`src/rtl/width_param.sv`:
```
// Core-wide datapath widths shared by every pipeline stage.
package width_param;
  localparam int ADDR_WIDTH   = 32;
  localparam int INST_WIDTH   = 32;
  localparam int DATA_WIDTH   = 32;
  localparam int REG_WIDTH    = 5;
  localparam int CSRNUM_WIDTH = 14;
endpackage

```
`src/rtl/wb_pkg.sv`:
```
// Write-back stage types: load opcodes, exception encoding and MEM/WB payload.
package wb_pkg;
  import width_param::*;

  localparam logic [9:0] OP_LDB  = 10'h0A0;
  localparam logic [9:0] OP_LDH  = 10'h0A1;
  localparam logic [9:0] OP_LDW  = 10'h0A2;
  localparam logic [9:0] OP_LDBU = 10'h0A8;
  localparam logic [9:0] OP_LDHU = 10'h0A9;

  localparam logic [DATA_WIDTH-1:0] EXC_NONE = '0;

  typedef struct packed {
    logic [ADDR_WIDTH-1:0]   pc;
    logic [INST_WIDTH-1:0]   inst;
    logic                    ram_rd_en;
    logic                    csr_wen;
    logic [CSRNUM_WIDTH-1:0] csr_waddr;
    logic [DATA_WIDTH-1:0]   csr_wdata;
    logic [DATA_WIDTH-1:0]   except_type;
    logic [INST_WIDTH-1:0]   except_pc;
    logic [DATA_WIDTH-1:0]   rw_data;
    logic [REG_WIDTH-1:0]    rw_addr;
    logic                    rw_en;
  } wb_reg_t;
endpackage

```
`src/rtl/mem_stage_if.sv`:
```
// MEM-stage result bundle; MEM drives the o side, WB consumes the i side.
interface mem_stage_if;
  import width_param::*;
  logic [ADDR_WIDTH-1:0]   pc;
  logic [INST_WIDTH-1:0]   inst;
  logic                    ram_rd_en;
  logic                    csr_wen;
  logic [CSRNUM_WIDTH-1:0] csr_waddr;
  logic [DATA_WIDTH-1:0]   csr_wdata;
  logic [DATA_WIDTH-1:0]   except_type;
  logic [INST_WIDTH-1:0]   except_pc;
  logic [DATA_WIDTH-1:0]   rw_data;
  logic [REG_WIDTH-1:0]    rw_addr;
  logic                    rw_en;

  modport o (output pc, inst, ram_rd_en, csr_wen, csr_waddr, csr_wdata,
                    except_type, except_pc, rw_data, rw_addr, rw_en);
  modport i (input  pc, inst, ram_rd_en, csr_wen, csr_waddr, csr_wdata,
                    except_type, except_pc, rw_data, rw_addr, rw_en);
endinterface

```
`src/rtl/load_align.sv`:
```
// Selects and extends the byte/half/word of a data-RAM read word for a load.
module load_align
  import width_param::*, wb_pkg::*;
(
  input  logic [9:0]            i_op,
  input  logic [1:0]            i_addr,
  input  logic [DATA_WIDTH-1:0] i_rdata,
  output logic [DATA_WIDTH-1:0] o_data
);
  logic [7:0]  w_byte;
  logic [15:0] w_half;

  assign w_byte = 8'(i_rdata >> {i_addr, 3'b000});
  assign w_half = 16'(i_rdata >> {i_addr[1], 4'b0000});

  always_comb begin
    o_data = i_rdata;
    case (i_op)
      OP_LDB:  o_data = {{(DATA_WIDTH-8){w_byte[7]}}, w_byte};
      OP_LDBU: o_data = {{(DATA_WIDTH-8){1'b0}}, w_byte};
      OP_LDH:  o_data = {{(DATA_WIDTH-16){w_half[15]}}, w_half};
      OP_LDHU: o_data = {{(DATA_WIDTH-16){1'b0}}, w_half};
      OP_LDW:  o_data = i_rdata;
      default: o_data = i_rdata;
    endcase
  end
endmodule

```
`src/rtl/wb_stage.sv`:
```
// Write-back stage: MEM/WB register, load merge, RF/CSR write ports,
// commit-time exception pulse, commit trace and retired-instruction counter.
module wb_stage
  import width_param::*, wb_pkg::*;
#(
  parameter int CNT_WIDTH = 64
)(
  input  logic                    clk,
  input  logic                    rst,
  mem_stage_if.i                  mem_i,
  input  logic                    mem_valid,
  input  logic                    stall,
  input  logic                    flush,
  input  logic [DATA_WIDTH-1:0]   ram_rd_data,
  output logic                    rf_we,
  output logic [REG_WIDTH-1:0]    rf_waddr,
  output logic [DATA_WIDTH-1:0]   rf_wdata,
  output logic                    csr_we,
  output logic [CSRNUM_WIDTH-1:0] csr_waddr,
  output logic [DATA_WIDTH-1:0]   csr_wdata,
  output logic                    excp_valid,
  output logic [DATA_WIDTH-1:0]   excp_type,
  output logic [INST_WIDTH-1:0]   excp_pc,
  output logic                    commit_valid,
  output logic [ADDR_WIDTH-1:0]   commit_pc,
  output logic [INST_WIDTH-1:0]   commit_inst,
  output logic [CNT_WIDTH-1:0]    retire_cnt
);
  wb_reg_t               r_reg;
  logic                  r_wb_valid;
  logic                  r_wb_done;
  logic [CNT_WIDTH-1:0]  r_retire_cnt;

  wb_reg_t               w_in;
  logic                  w_live;
  logic                  w_exc;
  logic [DATA_WIDTH-1:0] w_ld_data;

  assign w_in = '{pc:          mem_i.pc,
                  inst:        mem_i.inst,
                  ram_rd_en:   mem_i.ram_rd_en,
                  csr_wen:     mem_i.csr_wen,
                  csr_waddr:   mem_i.csr_waddr,
                  csr_wdata:   mem_i.csr_wdata,
                  except_type: mem_i.except_type,
                  except_pc:   mem_i.except_pc,
                  rw_data:     mem_i.rw_data,
                  rw_addr:     mem_i.rw_addr,
                  rw_en:       mem_i.rw_en};

  // wb_done marks an instruction that already committed while held by a stall
  always_ff @(posedge clk) begin
    if (rst) begin
      r_reg      <= '0;
      r_wb_valid <= 1'b0;
      r_wb_done  <= 1'b0;
    end else if (flush) begin
      r_wb_valid <= 1'b0;
      r_wb_done  <= 1'b0;
    end else if (stall) begin
      r_wb_done  <= r_wb_done | r_wb_valid;
    end else begin
      r_reg      <= w_in;
      r_wb_valid <= mem_valid;
      r_wb_done  <= 1'b0;
    end
  end

  always_ff @(posedge clk) begin
    if (rst)               r_retire_cnt <= '0;
    else if (commit_valid) r_retire_cnt <= r_retire_cnt + CNT_WIDTH'(1);
  end

  assign w_live       = r_wb_valid & ~r_wb_done;
  assign w_exc        = w_live & (r_reg.except_type != EXC_NONE);
  assign commit_valid = w_live & ~w_exc;

  load_align u_load_align (
    .i_op    (r_reg.inst[31:22]),
    .i_addr  (r_reg.rw_data[1:0]),
    .i_rdata (ram_rd_data),
    .o_data  (w_ld_data)
  );

  assign rf_we        = commit_valid & r_reg.rw_en & (r_reg.rw_addr != '0);
  assign rf_waddr     = r_reg.rw_addr;
  assign rf_wdata     = r_reg.ram_rd_en ? w_ld_data : r_reg.rw_data;
  assign csr_we       = commit_valid & r_reg.csr_wen;
  assign csr_waddr    = r_reg.csr_waddr;
  assign csr_wdata    = r_reg.csr_wdata;
  assign excp_valid   = w_exc;
  assign excp_type    = r_reg.except_type;
  assign excp_pc      = r_reg.except_pc;
  assign commit_pc    = r_reg.pc;
  assign commit_inst  = r_reg.inst;
  assign retire_cnt   = r_retire_cnt;
endmodule

```
`src/flat_wrapper.sv`:
```
// flat-port wrapper written by rule: the top's interface ports become plain ports
module wb_stage_flat import width_param::*, wb_pkg::*;
#(
  parameter int CNT_WIDTH = 64
)
  (clk, rst, mem_valid, stall, flush, ram_rd_data, rf_we, rf_waddr, rf_wdata, csr_we, csr_waddr, csr_wdata, excp_valid, excp_type, excp_pc, commit_valid, commit_pc, commit_inst, retire_cnt, mem_i_pc, mem_i_inst, mem_i_ram_rd_en, mem_i_csr_wen, mem_i_csr_waddr, mem_i_csr_wdata, mem_i_except_type, mem_i_except_pc, mem_i_rw_data, mem_i_rw_addr, mem_i_rw_en);
  mem_stage_if mem_i_i ();
  input  logic clk;
  input  logic rst;
  input  logic mem_valid;
  input  logic stall;
  input  logic flush;
  input  logic [DATA_WIDTH-1:0] ram_rd_data;
  output logic rf_we;
  output logic [REG_WIDTH-1:0] rf_waddr;
  output logic [DATA_WIDTH-1:0] rf_wdata;
  output logic csr_we;
  output logic [CSRNUM_WIDTH-1:0] csr_waddr;
  output logic [DATA_WIDTH-1:0] csr_wdata;
  output logic excp_valid;
  output logic [DATA_WIDTH-1:0] excp_type;
  output logic [INST_WIDTH-1:0] excp_pc;
  output logic commit_valid;
  output logic [ADDR_WIDTH-1:0] commit_pc;
  output logic [INST_WIDTH-1:0] commit_inst;
  output logic [CNT_WIDTH-1:0] retire_cnt;
  input wire logic [$bits(mem_i_i.pc)-1:0] mem_i_pc;
  input wire logic [$bits(mem_i_i.inst)-1:0] mem_i_inst;
  input wire logic [$bits(mem_i_i.ram_rd_en)-1:0] mem_i_ram_rd_en;
  input wire logic [$bits(mem_i_i.csr_wen)-1:0] mem_i_csr_wen;
  input wire logic [$bits(mem_i_i.csr_waddr)-1:0] mem_i_csr_waddr;
  input wire logic [$bits(mem_i_i.csr_wdata)-1:0] mem_i_csr_wdata;
  input wire logic [$bits(mem_i_i.except_type)-1:0] mem_i_except_type;
  input wire logic [$bits(mem_i_i.except_pc)-1:0] mem_i_except_pc;
  input wire logic [$bits(mem_i_i.rw_data)-1:0] mem_i_rw_data;
  input wire logic [$bits(mem_i_i.rw_addr)-1:0] mem_i_rw_addr;
  input wire logic [$bits(mem_i_i.rw_en)-1:0] mem_i_rw_en;
  assign mem_i_i.pc = mem_i_pc;
  assign mem_i_i.inst = mem_i_inst;
  assign mem_i_i.ram_rd_en = mem_i_ram_rd_en;
  assign mem_i_i.csr_wen = mem_i_csr_wen;
  assign mem_i_i.csr_waddr = mem_i_csr_waddr;
  assign mem_i_i.csr_wdata = mem_i_csr_wdata;
  assign mem_i_i.except_type = mem_i_except_type;
  assign mem_i_i.except_pc = mem_i_except_pc;
  assign mem_i_i.rw_data = mem_i_rw_data;
  assign mem_i_i.rw_addr = mem_i_rw_addr;
  assign mem_i_i.rw_en = mem_i_rw_en;
  wb_stage #(.CNT_WIDTH(CNT_WIDTH)) u_core (.clk(clk), .rst(rst), .mem_i(mem_i_i), .mem_valid(mem_valid), .stall(stall), .flush(flush), .ram_rd_data(ram_rd_data), .rf_we(rf_we), .rf_waddr(rf_waddr), .rf_wdata(rf_wdata), .csr_we(csr_we), .csr_waddr(csr_waddr), .csr_wdata(csr_wdata), .excp_valid(excp_valid), .excp_type(excp_type), .excp_pc(excp_pc), .commit_valid(commit_valid), .commit_pc(commit_pc), .commit_inst(commit_inst), .retire_cnt(retire_cnt));
endmodule
```
`config.mk`:
```
export PLATFORM = sky130hd
export DESIGN_NAME = wb_stage_flat
export DESIGN_NICKNAME = d
export VERILOG_FILES = /design/src/rtl/width_param.sv /design/src/rtl/wb_pkg.sv /design/src/rtl/mem_stage_if.sv /design/src/rtl/load_align.sv /design/src/rtl/wb_stage.sv /design/src/flat_wrapper.sv
export SDC_FILE = /design/constraint.sdc
export NUM_CORES = 1
export LEC_CHECK = 0
export ABC_CLOCK_PERIOD_IN_PS = 5500
export CORE_AREA = 2 2 203 205
export CTS_BUF_LIST = sky130_fd_sc_hd__clkbuf_16
export DETAILED_ROUTE_END_ITERATION = 8
export DIE_AREA = 0 0 205 207
export HOLD_SLACK_MARGIN = 0.1
export PLACE_DENSITY = 0.71
export SYNTH_ARGS = -nofsm -noshare
export SYNTH_HDL_FRONTEND = slang
export SYNTH_HIERARCHICAL = 1
export SYNTH_SLANG_ARGS = --single-unit
```
`constraint.sdc`:
```
create_clock -name clk -period 5.5 [get_ports clk]
set_clock_uncertainty 0.1 [all_clocks]
set_input_delay 1.65 -clock clk [delete_from_list [all_inputs] [get_ports clk]]
set_output_delay 1.65 -clock clk [all_outputs]
set_load 0.1 [all_outputs]
```
# Word level (Yosys, flattened, before mapping)

Cells that the tools add are included.

Bits in registers: 280
Input port bits: 251
Output and inout port bits: 279
Word-level logic and storage cells: 39

$add $sub $neg: 1
Equal/unequal tests: 4
Shift-type cells: 2
Mux-type cells: 2
Bitwise operators: 11
Reduce and logical (&&, ||, !) cells: 5

Operator list:

| operator                                        | count |
|---|---|
| case mux 32 bit (4 select lines)                | 1 |
| adder 64 x 1 -> 64 bit (second input constant)  | 1 |
| == test 10 x 8 -> 1 bit (second input constant) | 4 |
| 2-to-1 mux 32 bit                               | 1 |
| nonzero test 32 bit                             | 1 |
| >> shifter 32 x 5 -> 16 bit                     | 1 |
| >> shifter 32 x 5 -> 8 bit                      | 1 |
| AND 1 bit                                       | 6 |
| nonzero test 5 bit                              | 1 |
| NOT 1 bit                                       | 4 |
| OR reduction 3 bit                              | 1 |
| AND reduction 2 bit                             | 1 |
| OR reduction 2 bit                              | 1 |
| bitwise OR 1 bit                                | 1 |

# Longest topological paths before layout

Gate-level depths: netlist (run 1).

Word-level depth: 7
Mapped depth: 8
Depth with buffers taken out: 6

# Hierarchy

The synthesis (run 1) kept the hierarchy.

Modules (own cells, without submodules):

| module     | instances | cells each | area an instance (sq um) | sequential area each (sq um) |
|---|---|---|---|---|
| wb_stage   | 1         | 1584       | 12504.5                  | 5605.4 |
| load_align | 1         | 91         | 659.4                    | 0.0 |

# Worst setup path after synthesis (run 1)

Ideal clock, no wire load.

Kind: input -> output
Start point: input port ram_rd_data[31]
End point: output port rf_wdata[25]
Data arrival time: 3011 ps
Required time: 3750 ps
Path slack: 739 ps
Stages on the path: 6
Path buffers: 1
Cell sequence: mux2_2 -> a22oi_4 -> a211oi_4 -> buf_6 -> a21o_1 -> mux2_2

Cells in the longest elaborated chain, start to end: 3
Elaborated cells between the ends (all ways): 4
Classes of those cells: shift: 2; mux: 2

Ends and longest elaborated chain:

| element                                                                          | line                               | text |
|---|---|---|
| from (decl)                                                                      | flat_wrapper.sv:13                 | `input logic [DATA_WIDTH-1:0] ram_rd_data;` |
| >> shifter 32 x 5 -> 16 bit / >> shifter 32 x 5 -> 8 bit (equally long branches) | load_align.sv:14, load_align.sv:13 |  |
| case mux 32 bit (4 select lines) *                                               | load_align.sv:18                   | `case (i_op)` |
| named net u_core.w_ld_data[25]                                                   | wb_stage.sv:37                     | `logic [DATA_WIDTH-1:0] w_ld_data;` |
| 2-to-1 mux 32 bit *                                                              | wb_stage.sv:87                     | `assign rf_wdata = r_reg.ram_rd_en ? w_ld_data : r_reg.rw_data;` |
| to (decl)                                                                        | flat_wrapper.sv:16                 | `output logic [DATA_WIDTH-1:0] rf_wdata;` |

Mark *: on every way through the listed nets, which the timed path passes. The rest lies on a longest branch.

# Worst setup path after layout (run 1)

Start point: input port ram_rd_data[23]
End point: output port rf_wdata[31]

Cells in the longest elaborated chain, start to end: 3

Ends and longest elaborated chain:

| element                          | line             | text |
|---|---|---|
| >> shifter 32 x 5 -> 8 bit       | load_align.sv:13 | `assign w_byte = 8'(i_rdata >> {i_addr, 3'b000});` |
| case mux 32 bit (4 select lines) | load_align.sv:18 |  |
| named net u_core.w_ld_data[31]   | wb_stage.sv:37   |  |
| 2-to-1 mux 32 bit                | wb_stage.sv:87   |  |

The timed path passes the listed nets, and every way through them passes these cells.

==> results of run 1 <==
==> placed cells by master (no fill, tap or decap), types with 16 or more instances in the layout <==
| cell | count |
|---|---|
| clkdlybuf4s50_1 | 493 |
| dfxtp_1 | 280 |
| mux2_2 | 34 |
| o31ai_1 | 29 |
| or4_1 | 30 |
| nor2_1 | 41 |
| buf_12 | 37 |
| nand2_1 | 468 |
| nor2b_1 | 16 |
| nor4_1 | 22 |
| nand4_1 | 30 |
| mux2_1 | 22 |
| nand3_1 | 39 |
| a21oi_1 | 259 |
| clkbuf_16 | 37 |
| a21o_1 | 16 |
==> kinds of logic (layout without fill, tap and decap cells) <==
logic type      Yosys count  count (layout)  share of synthesized area [%]
compound gates          339             339                           14.5
xor+xnor                  6               6                          0.399
fa+ha+maj                 1               1                         0.0950
buf+inv                 294             611                           13.7
flops                   280             280                           42.6
mux                      57              57                           4.87
other cells               0               1                              0
simple gates            698             698                           23.9
==> worst max-delay path: stages <==
cell and delay [ns]:
clkdlybuf4s50_1 0.47, mux2_2 0.31, a22oi_4 0.25, a211oi_4 0.10
buf_12 0.19, a21o_1 0.18, mux2_2 0.30, buf_12 0.17
==> power by group through the flow <==
stage               Clock (W)  Combinational (W)  Sequential, W
floorplan                   0           0.000855        0.00218
global placement            0            0.00120        0.00219
detailed placement          0            0.00121        0.00220
CTS                   0.00231            0.00121        0.00215
global route          0.00239            0.00126        0.00216
finish                0.00223            0.00121        0.00215
==> final cells by class <==
cell class | instances | area [um2]
clock inverters | 22 | 183
repair buffers | 546 | 5800
clock buffers | 37 | 926
diodes | 1 | 2.50
multi-input cells | 1101 | 5770
inverters | 6 | 22.5
well taps | 532 | 666
fillers | 3928 | 21400
flip-flops and latches | 280 | 5610
==> cell usage after synthesis (2+ instances only) <==
library cell / count
or4_1: 30
o21ai_1: 10
mux2_1: 22
or3_1: 12
a21oi_1: 259
nand3_1: 39
inv_1: 5
or4b_1: 3
dfxtp_1: 280
nor2_1: 42
nand2_1: 468
nand4_1: 30
or2_2: 4
buf_4: 179
nor3_1: 6
o22ai_1: 7
buf_1: 3
and2_1: 3
nor4b_2: 3
nor4b_1: 3
nor4_1: 22
xor2_1: 3
nor2b_1: 16
and3_1: 6
clkbuf_1: 93
nand2b_1: 3
o31ai_1: 29
mux2_2: 34
o41ai_1: 3
and4_1: 2
buf_2: 11
a21o_1: 16
xnor2_1: 3
a2bb2oi_1: 7
==> through the flow <==
step,instances,total power (W)
global route,2525,0.00580
floorplan,1675,0.00303
CTS,2523,0.00567
detailed placement,2464,0.00341
global placement,2464,0.00340
finish,2525,0.00559
==> repair_timing <==
action / in CTS / in global routing
setup buffers: 0 / 1
resized for setup: 0 / 1
setup endpoints to repair: 0 / 18
==> worst max-delay path by stage <==
stage	endpoint	slack (ns)	cells past startpoint
floorplan	rf_wdata[25]	0.74	6
global placement	rf_wdata[31]	0.04	7
detailed placement	rf_wdata[31]	0.007	7
CTS	rf_wdata[31]	0.003	7
global route	rf_wdata[31]	0.08	8
finish	rf_wdata[31]	0.12	8
==> layer usage <==
metal	track usage (%)	share of wire (%)	routed length (um)
met1	23.8	40	17800
met3	5.25	8.0	3590
met5	0	0	0
met2	34.6	49	22000
met4	6.67	2.8	1240
==> results.txt, run 1 <==
Status - finished clean
Final HPWL DP - 32700 um
Cts hold-fix bufs - 0
WHS Path Cells - 2
Buffers added on ports - 529
P&R area growth vs syn - 44.2%
Seq cells post-synth - 280
Worst-Margin Slew - 1.08 ns
Clock share of power - 39.9%
Vias per inst - 4.99
Num Clock Sinks - 280
Setup_tns - 0 ns
Hold Path Class - reg2reg
Synth Cell Area - 13200 um2
Post-Route Utilization - 47.0%
Hold_ws - 0.352 ns
Post-Place Worst Slack - 0.00732 ns
Cell area after layout - 19000 um2
Post-synth ARST share - 0%
EDFF count, synth - 0
Post-synth net total - 1927
Unique cell type count in the Yosys netlist - 53
Int Pwr - 0.00385 W
Clk_lat worst skew - 0.53 ns
Hold endpoint - u_core/commit_pc[27]$_SDFFE_PP0P_
Finish-stage setup viols - 0
Max Root-Sink Buffers - 3
VDD IR max - 0.000191 V
Reg-to-Reg End - u_core/retire_cnt[63]$_SDFFE_PP0N_
Slew Viols, Final - 0
CP Launch Point - ram_rd_data[23]
Vias in the first global route - 11.9k
Core area - 40400 um2
Switching share of power - 31.1%
H-tree Lvls - 2
Vias - 12.6k
Chip width - 205 um
Critical path class - in2out
CP Max Fanout - 16
FF-to-FF path depth - 5
Top cells by area, synth - dfxtp_1, nand2_1, buf_4, a21oi_1, mux2_2
Worst r2r src - u_core/retire_cnt[14]$_SDFFE_PP0N_
Total GRT Usage - 20.0%
Leading area contributor after synthesis - dfxtp_1
Comb power frac - 21.6%
RSZ-0062 raised after global routing - no
Initial antenna violation count - 1
Crit path launch type - input port
Register area share after synthesis - 42.6%
Max Clk Rate - 186 MHz
Row cnt - 74
Post-synth top area share - 42.6%
Min Tclk post-route - 5.38 ns
Initial Util - 32.6%
1st-pass router iterations - 6
Sw Pwr - 0.00174 W
Post-Route WL - 44700 um
Sequential share of power - 38.5%
Placed inst area - 17800 um2
Max-cap violations - 0
Final Hold Viols - 0
CTS root buf - clkbuf_16
Largest net degree at the start of global routing - 113
Starting DRT DRC Count - 821
Clock Pin Slew Worst Setup and Hold Paths - 0.05 ns
Syn avg cell area - 7.86 um2
Total I/O pin count - 530
Ratio of cells with drive above 1 in the final layout - 7.58%
Most used flip-flop cell after synthesis - dfxtp_1
Fin crit share - 97.8%
First-pass GRT wire length - 67400 um
Congestion Overflow GR - 0
Critical Path Sink Type - primary output
Gpl congestion - 0.869
Num CTS Buffers - 34
R2R Setup Slk - 2.48 ns
Die Area - 42400 um2
Final worst slack - 0.122 ns
Avg WL per Cell - 17.7 um
Hold_sp - u_core/commit_pc[27]$_SDFFE_PP0P_
Yosys warns - 6
Gate Count Post-Synth - 1675
Post-DRT Antenna Nets - 0
Max reg flops - 64
Die Ht - 207 um
CP required - 3.75 ns
CP arrival - 3.63 ns
Number of remaining DRC errors - 0
Slew HR - 28.1%
Nets@finish - 2221
Leak Pwr - 6.66 nW
Power per cell area - 295 nW/um2
TritonCTS clock tree - done
Power figures use the tool's default switching activity.
==> inputs of run 2 (changes only) <==
--- a/config.mk
+++ b/config.mk
@@ -12,6 +12,7 @@
 export DIE_AREA = 0 0 205 207
 export HOLD_SLACK_MARGIN = 0.1
 export PLACE_DENSITY = 0.71
+export REMOVE_ABC_BUFFERS = 1
 export SYNTH_ARGS = -nofsm -noshare
 export SYNTH_HDL_FRONTEND = slang
 export SYNTH_HIERARCHICAL = 1
==> run 2 against run 1 <==
Hold slack about the same. Maximum frequency barely moved. Routed wire length up 1.1%. Final area fell by 0.26%. Register-to-register slack lost 0.66 ns. Sequential power about the same. Cell count is essentially flat. Global-route usage increased by 0.47 points. First-iteration DRC count decreased by 26%. Highest routed layer unchanged. Die area unchanged.
==> results.txt, run 2 (synthesized netlist as in run 1, its figures left out) <==
TritonCTS clock tree - done
Status - finished clean
Starting DRT DRC Count - 606 (-26%)
Max Root-Sink Buffers - 3 (unchanged)
Vias per inst - 4.97 (-0.34%)
Gpl congestion - 0.915 (+5.3%)
Die Area - 42400 um2 (unchanged)
CP bufs+invs - 3 (unchanged)
Placed cell count - 2466 (+0.081%)
Slew HR - 24.1% (-4.0 points)
Crit path launch type - input port
Max reg flops - 64 (unchanged)
Slew Viols, Final - 0 (unchanged)
Final Hold Viols - 0 (unchanged)
Die Ht - 207 um (unchanged)
Initial antenna violation count - 3 (+2)
Chip width - 205 um (unchanged)
Vias - 12.6k (-0.26%)
Total I/O pin count - 530 (unchanged)
Setup repair bufs after CTS - 0 (unchanged)
Max Clk Rate - 186 MHz (about the same)
Most frequent cells in the layout - clkdlybuf4s50_1, nand2_1, dfxtp_1
Congestion Overflow GR - 0 (unchanged)
RSZ-0062 raised after global routing - no
Critical path class - in2out
Post-Route WL - 45200 um (+1.1%)
Critical-path cell list - clkdlybuf4s50_1, mux2_2, a22oi_4, or3_1, buf_4, nand3_1, mux2_2, buf_12
Nets@finish - 2223 (+0.090%)
Initial Util - 32.6% (unchanged)
Number of remaining DRC errors - 0 (unchanged)
Worst-Margin Slew - 1.13 ns (+0.0593 ns)
Post-DRT Antenna Nets - 0 (unchanged)
Ratio of cells with drive above 1 in the final layout - 7.33% (-0.25 points)
Clock share of power - 38.3% (-1.6 points)
Largest net degree at the start of global routing - 147 (+30%)
1st-pass router iterations - 6 (unchanged)
Setup_tns - 0 ns (unchanged)
H-tree Lvls - 2 (unchanged)
CP required - 3.75 ns (about the same)
Buffers added on ports - 529 (unchanged)
Hold_sp - u_core/commit_inst[15]$_SDFFE_PP0P_
Hold Path Class - reg2reg
Post-Place Worst Slack - 0.0132 ns (+0.00584 ns)
Total GRT Usage - 20.4% (+0.47 points)
CP arrival - 3.63 ns (about the same)
Layout Cells excl Fill - 2527 (+0.079%)
Clock Pin Slew Worst Setup and Hold Paths - 0.05 ns (about the same)
Min Tclk post-route - 5.38 ns (-0.00184 ns)
Max-cap violations - 0 (unchanged)
CP Max Fanout - 5 (-11)
Avg WL per Cell - 17.9 um (+1.0%)
Core area - 40400 um2 (unchanged)
Leak Pwr - 6.65 nW (about the same)
Cts hold-fix bufs - 0 (unchanged)
Switching share of power - 31.5% (+0.37 points)
Sequential share of power - 39.4% (+0.9 points)
Num Clock Sinks - 280 (unchanged)
CP Launch Point - ram_rd_data[31]
Finish-stage setup viols - 0 (unchanged)
Int Pwr - 0.00374 W (-2.9%)
Vias in the first global route - 12.3k (+3.7%)
Sw Pwr - 0.00172 W (-1.2%)
Num CTS Buffers - 34 (unchanged)
Fin crit share - 97.8% (about the same)
Power per cell area - 289 nW/um2 (-2.1%)
Comb power frac - 22.3% (+0.7 points)
Worst path top cell family by delay - buffers and inverters
Final worst slack - 0.123 ns (+0.00184 ns)
CP dominant cell by count - mux2_2
Most common library cell in the layout ignoring fill and taps - clkdlybuf4s50_1
Post-CTS Resized - 0 (unchanged)
Post-Route Utilization - 46.9% (-0.12 points)
Row cnt - 74 (unchanged)
Worst r2r src - u_core/excp_type[15]$_SDFFE_PP0P_
Final HPWL DP - 32600 um (-0.33%)
Clk_lat worst skew - 0.52 ns (about the same)
Critical Path Sink Type - primary output
Crit-path slowest cell - clkdlybuf4s50_1
CTS root buf - clkbuf_16
VDD IR max - 0.000231 V (+21%)
Critical path's largest stage delay - 0.46 ns (about the same)
P&R area growth vs syn - 43.8%
First-pass GRT wire length - 69200 um (+2.8%)
## run 2: cell count changes in the layout (fill, tap and decap cells not counted), moves of 2 or more
cell	delta
diode_2	+3
clkbuf_16	-2
inv_1	+5
clkinv_2	-2
clkinvlp_4	-2
buf_12	+2
## run 2: routing by layer
metal	up-vias	GRT usage (%)	wire length (um)
met5	-	0	0
met4	0	7.19	1400
met3	90	6.43	3600
met2	433	34.7	21900
met1	5940	24.1	18300
li1	6106	-	-
## run 2: stage by stage
stage	total power (W)	hold WS (ns)	area [um2]
after floorplan	0.00293	0.326	11400
after global routing	0.00566	0.369	18900
after detailed placement	0.00341	0.345	17900
final	0.00546	0.352	18900
after CTS	0.00553	0.353	18900
after global placement	0.00340	0.338	17900
## run 2: worst register-to-register path, cell delays in order, from the launching register on
cell and delay (ns):
dfxtp_1 0.35, nor4_1 0.58, and4_1 0.56, nand4_1 0.87, buf_4 0.49, or4_1 0.51, a21oi_1 0.15
## run 2: cell type report
type	count	area, um2
clock inverters	21	143
fillers	3907	21400
multi-input cells	1101	5770
well taps	532	666
inverters	6	22.5
clock buffers	35	876
diodes	4	10.0
flip-flops and latches	280	5610
repair buffers	548	5840
## run 2: path summary, 6_finish.rpt
| path | depth (start not counted) | to | slack, ns |
|---|---|---|---|
| worst max-delay path | 8 | rf_wdata[10] | 0.12 |
| worst min-delay path | 2 | u_core/commit_inst[15]$_SDFFE_PP0P_ | 0.35 |
| worst max register to register | 6 | u_core/retire_cnt[31]$_SDFFE_PP0N_ | 1.82 |
| worst min register to register | 2 | u_core/commit_inst[15]$_SDFFE_PP0P_ | 0.35 |
## run 2: power groups by stage
stage / logic, W / registers [W] / clock network [W]
CTS: 0.00122 / 0.00215 / 0.00216
global route: 0.00127 / 0.00216 / 0.00223
floorplan: 0.000311 / 0.00261 / 0
global placement: 0.00121 / 0.00219 / 0
finish: 0.00122 / 0.00215 / 0.00209
detailed placement: 0.00122 / 0.00219 / 0
==> inputs of run 3 (changes only) <==
--- a/config.mk
+++ b/config.mk
@@ -5,13 +5,12 @@
 export SDC_FILE = /design/constraint.sdc
 export NUM_CORES = 1
 export LEC_CHECK = 0
-export ABC_CLOCK_PERIOD_IN_PS = 5500
-export CORE_AREA = 2 2 203 205
+export CORE_AREA = 2 2 207 209
 export CTS_BUF_LIST = sky130_fd_sc_hd__clkbuf_16
 export DETAILED_ROUTE_END_ITERATION = 8
-export DIE_AREA = 0 0 205 207
+export DIE_AREA = 0 0 209 211
 export HOLD_SLACK_MARGIN = 0.1
-export PLACE_DENSITY = 0.71
+export PLACE_DENSITY = 0.69
 export REMOVE_ABC_BUFFERS = 1
 export SYNTH_ARGS = -nofsm -noshare
 export SYNTH_HDL_FRONTEND = slang
==> run 3 against run 2 <==
Combinational power is essentially flat. Cell count is essentially flat. Via count shrank 0.67%. Clock power shrank 7%.
==> results.txt, run 3 (synthesized netlist as in run 1, its figures left out) <==
Core area - 41800 um2 (+3.4%)
Power per cell area - 282 nW/um2 (-2.2%)
Slew HR - 24.7% (+0.63 points)
TritonCTS clock tree - done
VDD IR max - 0.000207 V (-10%)
Hold endpoint - u_core/r_reg[20]$_SDFFE_PP0P_
WHS Path Cells - 2 (unchanged)
Starting DRT DRC Count - 736 (+21%)
Post-Route WL - 45300 um (+0.37%)
Vias - 12.5k (-0.67%)
Comb power frac - 22.9% (+0.6 points)
Final Hold Viols - 0 (unchanged)
Switching share of power - 32.0% (+0.49 points)
Int Pwr - 0.00361 W (-3.5%)
Max reg flops - 64 (unchanged)
Hold_sp - u_core/r_reg[20]$_SDFFE_PP0P_
Vias in the first global route - 12.0k (-3.1%)
Die Ht - 211 um (+1.9%)
Total I/O pin count - 530 (unchanged)
First-pass GRT wire length - 68400 um (-1.2%)
Status - finished clean
Final HPWL DP - 32800 um (+0.66%)
P&R area growth vs syn - 42.9%
Slew Viols, Final - 0 (unchanged)
Most frequent cells in the layout - clkdlybuf4s50_1, nand2_1, dfxtp_1
R2R Setup Slk - 2.50 ns (+0.68 ns)
Placed cell count - 2469 (+0.12%)
Crit path launch type - input port
Fin crit share - 99.1% (+1.3 points)
Initial Util - 31.5% (-1.1 points)
Critical path class - in2out
Vias per inst - 4.94 (-0.59%)
Ratio of cells with drive above 1 in the final layout - 7.36% (+0.022 points)
Most common library cell in the layout ignoring fill and taps - clkdlybuf4s50_1
Row cnt - 75 (+1.4%)
Min Tclk post-route - 5.45 ns (+0.0732 ns)
Layout fillers - 3967 (+1.5%)
Largest net degree at the start of global routing - 135 (-8.2%)
Cts hold-fix bufs - 0 (unchanged)
Initial antenna violation count - 1 (-2)
Max Clk Rate - 183 MHz (-1.3%)
Sw Pwr - 0.00170 W (-1.3%)
RSZ-0062 raised after global routing - no
Worst-Margin Slew - 1.13 ns (-0.00946 ns)
Post-DRT Antenna Nets - 0 (unchanged)
Num Clock Sinks - 280 (unchanged)
Clk_lat worst skew - 0.57 ns (+0.05 ns)
Finish-stage setup viols - 0 (unchanged)
Reg-to-Reg End - u_core/retire_cnt[63]$_SDFFE_PP0N_
FF-to-FF path depth - 5 (-1)
Max-cap violations - 0 (unchanged)
Die Area - 44100 um2 (+3.9%)
Avg WL per Cell - 17.9 um (+0.45%)
CP required - 3.75 ns (about the same)
Reg area - 5610 um2 (unchanged)
Chip width - 209 um (+2.0%)
Number of remaining DRC errors - 0 (unchanged)
Max Root-Sink Buffers - 3 (unchanged)
Congestion Overflow GR - 0 (unchanged)
Num CTS Buffers - 31 (-8.8%)
Worst r2r src - u_core/retire_cnt[14]$_SDFFE_PP0N_
Multi-input gate area - 5770 um2 (unchanged)
CP Max Fanout - 5 (unchanged)
Leak Pwr - 6.57 nW (-1.3%)
Total GRT Usage - 19.4% (-1.0 points)
Gpl congestion - 0.907 (-0.90%)
Hold Path Class - reg2reg
Buffers added on ports - 529 (unchanged)
Layout Cells excl Fill - 2525 (-0.079%)
CTS root buf - clkbuf_16
Clock share of power - 36.6% (-1.7 points)
1st-pass router iterations - 5 (-1)
Sequential share of power - 40.5% (+1.1 points)
H-tree Lvls - 1 (-1)
CP Launch Point - ram_rd_data[23]
CP arrival - 3.70 ns (+0.07 ns)
Nets@finish - 2217 (-0.27%)
Clock Pin Slew Worst Setup and Hold Paths - 0.07 ns (+0.02 ns)
Tot Pwr - 0.00531 W (-2.8%)
Critical Path Sink Type - primary output
[run 3: power by group through the flow]
stage / logic [W] / registers, W / clock network, W
global route: 0.00127 / 0.00216 / 0.00208
floorplan: 0.000311 / 0.00261 / 0
detailed placement: 0.00122 / 0.00219 / 0
finish: 0.00122 / 0.00215 / 0.00194
global placement: 0.00121 / 0.00219 / 0
CTS: 0.00122 / 0.00215 / 0.00201
[run 3: stage by stage]
step | utilization [%] | setup TNS, ns | hold WS [ns] | instance area, um2 | setup slack, ns
2_1_floorplan | - | -663.61 | 0.326 | 11400 | -3.10
3_3_place_gp | 42.7 | 0 | 0.338 | 17800 | 0.0919
3_5_place_dp | 42.7 | -0.00129 | 0.346 | 17800 | -0.00129
4_1_cts | 45.0 | 0 | 0.354 | 18800 | 0.0375
5_1_grt | 45.0 | 0 | 0.371 | 18800 | 0.0137
6_report | 45.0 | 0 | 0.353 | 18800 | 0.0502
[run 3: area by class of cell]
type                       count  share of cell area [%]
antenna                        1                  0.0133
clock buffer                  31                    4.12
clock inverter                22                   0.838
inverter                       6                   0.120
multi-input combinational   1101                    30.7
sequential                   280                    29.8
tap                          539                    3.59
timing repair buffer         545                    30.8
[run 3: worst max-delay path: stages]
cell	delay, ns
clkdlybuf4s50_1	0.46
mux2_2	0.31
a22oi_4	0.24
or3_1	0.30
buf_4	0.19
nand3_1	0.08
mux2_2	0.30
buf_12	0.17
[run 3: per-layer routing]
metal,up-vias,global-route usage [%],part of all wire [%]
li1,6094,-,-
met1,5854,23.8,41
met2,448,32.5,48
met3,87,5.25,7.6
met4,2,7.32,3.4
met5,-,0,0.029
[run 3: timing repair]
item                                    4_1_cts  5_1_grt
endpoints found under the setup margin        1        0
setup buffers                                 2        0
gates resized for setup                       0        0
[run 3: worst max-delay path by stage]
stage	end	cells after the start
3_3_place_gp	rf_wdata[12]	8
6_report	rf_wdata[14]	8
2_1_floorplan	u_core/commit_inst[0]$_SDFFE_PP0P_	3
5_1_grt	rf_wdata[11]	8
3_5_place_dp	rf_wdata[18]	7
4_1_cts	rf_wdata[12]	8
